[src/rtl/apb_bus_arbiter.sv]
// Two-requester round-robin arbiter driving one APB bus (slaves by PADDR[8]).
// Define APB_ARB_TIMEOUT_EN to build the ACCESS-phase PREADY timeout.
module apb_bus_arbiter #(
    parameter int unsigned TIMEOUT_CYCLES = 16
) (
    input  logic       PCLK,
    input  logic       PRST,
    input  logic       req0_valid,
    input  logic       req0_write,
    input  logic [8:0] req0_addr,
    input  logic [7:0] req0_wdata,
    output logic       req0_ack,
    output logic [7:0] req0_rdata,
    output logic       req0_err,
    input  logic       req1_valid,
    input  logic       req1_write,
    input  logic [8:0] req1_addr,
    input  logic [7:0] req1_wdata,
    output logic       req1_ack,
    output logic [7:0] req1_rdata,
    output logic       req1_err,
    output logic       PSEL1,
    output logic       PSEL2,
    output logic       PENABLE,
    output logic       PWRITE,
    output logic [8:0] PADDR,
    output logic [7:0] PWDATA,
    input  logic       PREADY,
    input  logic [7:0] PRDATA,
    input  logic       PSLVERR,
    output logic       grant,
    output logic       busy
);

    typedef enum logic [1:0] {
        IDLE,
        SETUP,
        ACCESS
    } state_e;

    state_e     state_q;
    logic       last_grant_q;

    logic       elig0;
    logic       elig1;
    logic       pick_d;
    logic       sel_write;
    logic [8:0] sel_addr;
    logic [7:0] sel_wdata;

    logic       done;
    logic [7:0] done_rdata;
    logic       done_err;

`ifdef APB_ARB_TIMEOUT_EN
    localparam logic [7:0] LIMIT = 8'(TIMEOUT_CYCLES - 1);
    logic [7:0] wait_cnt_q;
`endif

    // A requester still showing valid in its own ack cycle is stale.
    always_comb begin
        elig0  = req0_valid & ~req0_ack;
        elig1  = req1_valid & ~req1_ack;
        pick_d = 1'b0;
        if (elig0 && elig1) begin
            pick_d = ~last_grant_q;
        end else if (elig1) begin
            pick_d = 1'b1;
        end
    end

    always_comb begin
        sel_write = pick_d ? req1_write : req0_write;
        sel_addr  = pick_d ? req1_addr  : req0_addr;
        sel_wdata = pick_d ? req1_wdata : req0_wdata;
    end

    always_comb begin
        done       = 1'b0;
        done_rdata = PWRITE ? 8'h00 : PRDATA;
        done_err   = PSLVERR;
        if (state_q == ACCESS) begin
            if (PREADY) begin
                done = 1'b1;
            end
`ifdef APB_ARB_TIMEOUT_EN
            else if (wait_cnt_q == LIMIT) begin
                done       = 1'b1;
                done_rdata = 8'h00;
                done_err   = 1'b1;
            end
`endif
        end
    end

    always_ff @(posedge PCLK) begin
        if (PRST) begin
            state_q      <= IDLE;
            last_grant_q <= 1'b1;
            grant        <= 1'b0;
            busy         <= 1'b0;
            PSEL1        <= 1'b0;
            PSEL2        <= 1'b0;
            PENABLE      <= 1'b0;
            PWRITE       <= 1'b0;
            PADDR        <= '0;
            PWDATA       <= '0;
            req0_ack     <= 1'b0;
            req0_rdata   <= '0;
            req0_err     <= 1'b0;
            req1_ack     <= 1'b0;
            req1_rdata   <= '0;
            req1_err     <= 1'b0;
`ifdef APB_ARB_TIMEOUT_EN
            wait_cnt_q   <= '0;
`endif
        end else begin
            req0_ack <= 1'b0;
            req1_ack <= 1'b0;
            unique case (state_q)
                IDLE: begin
                    if (elig0 || elig1) begin
                        state_q      <= SETUP;
                        grant        <= pick_d;
                        last_grant_q <= pick_d;
                        busy         <= 1'b1;
                        PWRITE       <= sel_write;
                        PADDR        <= sel_addr;
                        PWDATA       <= sel_wdata;
                        PSEL1        <= ~sel_addr[8];
                        PSEL2        <= sel_addr[8];
                    end
                end
                SETUP: begin
                    state_q <= ACCESS;
                    PENABLE <= 1'b1;
`ifdef APB_ARB_TIMEOUT_EN
                    wait_cnt_q <= '0;
`endif
                end
                ACCESS: begin
                    if (done) begin
                        state_q <= IDLE;
                        busy    <= 1'b0;
                        PSEL1   <= 1'b0;
                        PSEL2   <= 1'b0;
                        PENABLE <= 1'b0;
                        if (grant) begin
                            req1_ack   <= 1'b1;
                            req1_rdata <= done_rdata;
                            req1_err   <= done_err;
                        end else begin
                            req0_ack   <= 1'b1;
                            req0_rdata <= done_rdata;
                            req0_err   <= done_err;
                        end
                    end
`ifdef APB_ARB_TIMEOUT_EN
                    else begin
                        wait_cnt_q <= wait_cnt_q + 8'd1;
                    end
`endif
                end
                default: state_q <= IDLE;
            endcase
        end
    end

    a_timeout_range: assert property (@(posedge PCLK)
        (TIMEOUT_CYCLES >= 2) && (TIMEOUT_CYCLES <= 255));

    a_psel_onehot: assert property (@(posedge PCLK)
        !(PSEL1 && PSEL2));

    a_ack_excl: assert property (@(posedge PCLK)
        !(req0_ack && req1_ack));

    a_penable_sel: assert property (@(posedge PCLK)
        PENABLE |-> (PSEL1 || PSEL2));

endmodule

[config.mk]
export PLATFORM = sky130hd
export DESIGN_NAME = apb_bus_arbiter
export DESIGN_NICKNAME = d
export VERILOG_FILES = /design/src/rtl/apb_bus_arbiter.sv
export SDC_FILE = /design/constraint.sdc
export NUM_CORES = 1
export LEC_CHECK = 0
export ABC_CLOCK_PERIOD_IN_PS = 3300
export BUFFER_PORTS_ARGS = -buffer_cell sky130_fd_sc_hd__buf_2
export CAP_MARGIN = 20
export CORE_UTILIZATION = 50
export CTS_CLUSTER_DIAMETER = 120
export DETAILED_ROUTE_END_ITERATION = 8
export PLACE_DENSITY_LB_ADDON = 0.2
export SLEW_MARGIN = 20
export SYNTH_ARGS = -nofsm -noshare
export SYNTH_HDL_FRONTEND = slang
export SYNTH_SLANG_ARGS = --single-unit
[constraint.sdc]
create_clock -name PCLK -period 3.3 [get_ports PCLK]
set_clock_uncertainty 0.05 [all_clocks]
set_input_delay 0.66 -clock PCLK [delete_from_list [all_inputs] [get_ports PCLK]]
set_output_delay 0.66 -clock PCLK [all_outputs]
set_load 0.01 [all_outputs]
==> flow_metrics.py <==
metrics = {
    "flow_run": {
        "drv_cap": 0,
    },
    "route": {
        "vias_per_cell": 5.11,
        "drt_iter0_drc": 113,
        "route.detailed.wl_per_inst_um": 12.1,
        "via_count": 1850,
        "drt-total-wl_um": 4390,
        "dr.pass1.iters": 4,
        "final_antenna_net_count": 0,
        "drc_errors": 0,
    },
    "finish": {
        "mostFrequentLayoutCell": "buf_2",
        "final_cell_mix": "92 x buf_2, 57 x nand2_1, 46 x dfxtp_1",
        "area_growth_pct": 24.7,
        "fin_cells": 362,
        "fin_nets": 365,
        "n_antenna_cell": 0,
        "drive_gt1_share_pct": 40.1,
    },
    "global_routing": {
        "first_global_vias": 1700,
        "antenna_found_initial": 0,
        "grt_first_pass_wirelength_um": 7380,
        "gr-usage-all-layers_pct": 22.1,
        "grt_max_degree": 48,
        "overflow": 0,
    },
    "floorplanning": {
        "ios": 93,
        "fp.dieW_um": 66.0,
        "dieArea_mm2": 0.00436,
        "initial_core_util_pct": 54.0,
        "coreArea_mm2": 0.00380,
        "num_rows": 22,
        "die_y_um": 66.0,
    },
    "clock_tree": {
        "cts_htree_levels": 2,
        "clock_latency_ns": 0.29,
        "cts_made_buffers": 5,
        "hold_buffers": 0,
        "clk_path_buf_depth": 2,
        "cts.clk_slew.worst_paths_ns": 0.07,
        "clock_sinks": 46,
        "postCtsSetupRepairBufs": 0,
        "cts_tree": "built",
        "cts_resized": 0,
        "cts_root_buf": "clkbuf_8",
    },
    "timing": {
        "post-route-min-period_ns": 1.74,
        "rsz0062_at_grt": "false",
        "period_share_pct": 52.9,
        "finalMaxSlewViolations": 0,
        "worst_slew_pin_slew_ns": 0.991,
        "setup_viol": 0,
        "hold_viol": 0,
        "slew_headroom_pct": 33.9,
        "setup_ws_ns": 1.56,
        "setup_tns_ns": 0,
        "timing.fmax_mhz": 573,
    },
    "synth": {
        "syn-mean-instance-area_um2": 8.96,
        "synth_top_family_by_area": "simple AND/OR/NAND/NOR gates",
        "ys_ff_latch": 46,
        "synth-simple-area-share_pct": 28.0,
        "synth-edff-count": 0,
        "ys.flop_type": "dfxtp_1",
        "synth_cells": 229,
        "synth_xor_area_share_pct": 0,
        "yosys-mux-area-fraction_pct": 0.488,
        "syn-cell-area_mm2": 0.00205,
        "syn-num-nets": 279,
        "synth_compound_area_share_pct": 20.4,
        "synthAdderAreaFrac_pct": 0,
        "ys_seq_area_share_pct": 44.9,
        "async_reset_ff_share_pct": 0,
        "synth.distinct_cells": 33,
        "ys_warn_count": 0,
    },
    "placement": {
        "port_buffers": 92,
        "dp_cells": 356,
        "hpwl_um": 3040,
        "place_congestion": 0.771,
        "dp_slack_ns": 1.26,
    },
    "setup_path": {
        "critical_path_class": "in -> reg",
        "crit_start": "req0_valid",
        "arrival_ns": 1.89,
        "startpoint_type": "input port",
        "crit_fanout": 38,
        "cp.required_ns": 3.45,
        "end_kind": "register",
        "rr_startpoint": "req0_ack",
    },
    "outcome": {
        "status": "complete, no violations",
    },
    "pwr": {
        "leakage_nw": 1.15,
        "total_power_mw": 1.22,
        "p_per_area_mw_per_mm2": 475,
        "ir_drop_uv": 286,
    },
    "hold_path": {
        "hp-class": "reg -> reg",
        "min_from": "req1_rdata[1]",
    },
}
## worst paths after layout
kind	end	slack (ns)	depth (start not counted)
worst max-delay path	PADDR[5]	1.56	6
worst min-delay path	req1_rdata[1]	0.40	2
worst max register to register	PADDR[5]	1.62	5
worst min register to register	req1_rdata[1]	0.40	2
## metrics by stage
step,hold WS [ns],util [%],instance area (um^2)
floorplan,0.431,-,2050
global placement,0.389,65.2,2470
detailed placement,0.396,65.2,2470
CTS,0.406,67.3,2560
global route,0.429,67.3,2560
finish,0.401,67.3,2560
## cells in the mapped netlist, types with 2 or more instances
cell type	instances	area share [%]
a311oi_2	17	12
dfxtp_1	46	45
buf_4	3	1.1
a21oi_1	22	5.4
nor3_1	2	0.49
nor2_2	2	0.61
nand3_1	17	4.1
nand2_1	57	10
nand2b_1	2	0.61
buf_6	4	2.2
nor2b_1	8	2.4
clkbuf_1	2	0.37
buf_2	4	0.98
nor2_1	23	4.2
inv_1	2	0.37
## logic make-up (layout without fill, tap and decap cells)
family,count (synthesis),count (layout)
AO/OA/AOI/OAI,45,45
AND/OR/NAND/NOR,120,120
buffers and inverters,17,102
multiplexers,1,1
flip-flops,46,46
## metal layers
layer	routed length (um)	part of all wire [%]	global-route usage, %	vias up
met3	282	6.4	5.00	4
met4	46	1.0	7.98	0
met2	2060	47	37.0	66
li1	-	-	-	954
met1	2000	46	27.5	826
met5	0	0	0	-
## worst max-delay path, cell delays in order
cell	delay, ns
buf_2	0.11
nand2b_1	0.11
a211oi_4	0.21
buf_4	0.44
nor2_1	0.10
a311oi_2	0.25
## flip-flops by register name, indices dropped and copies added, names as in the netlist, 2 cells and up
signal      cells
PWDATA          8
PADDR           9
req1_rdata      8
req0_rdata      8
state_q         2
## power breakdown
| part | internal (mW) | switching (mW) |
|---|---|---|
| Sequential | 0.597 | 0.0289 |
| Combinational | 0.111 | 0.150 |
| Clock | 0.162 | 0.167 |
| Total | 0.869 | 0.346 |
## cell type report
type	instances	area, um^2
Tap cell	48	60.1
Clock buffer	6	82.6
Inverter	2	7.51
Fill cell	320	1240
Timing Repair Buffer	94	475
Sequential cell	46	921
Multi-Input combinational cell	166	1010
Note: power is estimated with default switching activity, not from simulation.
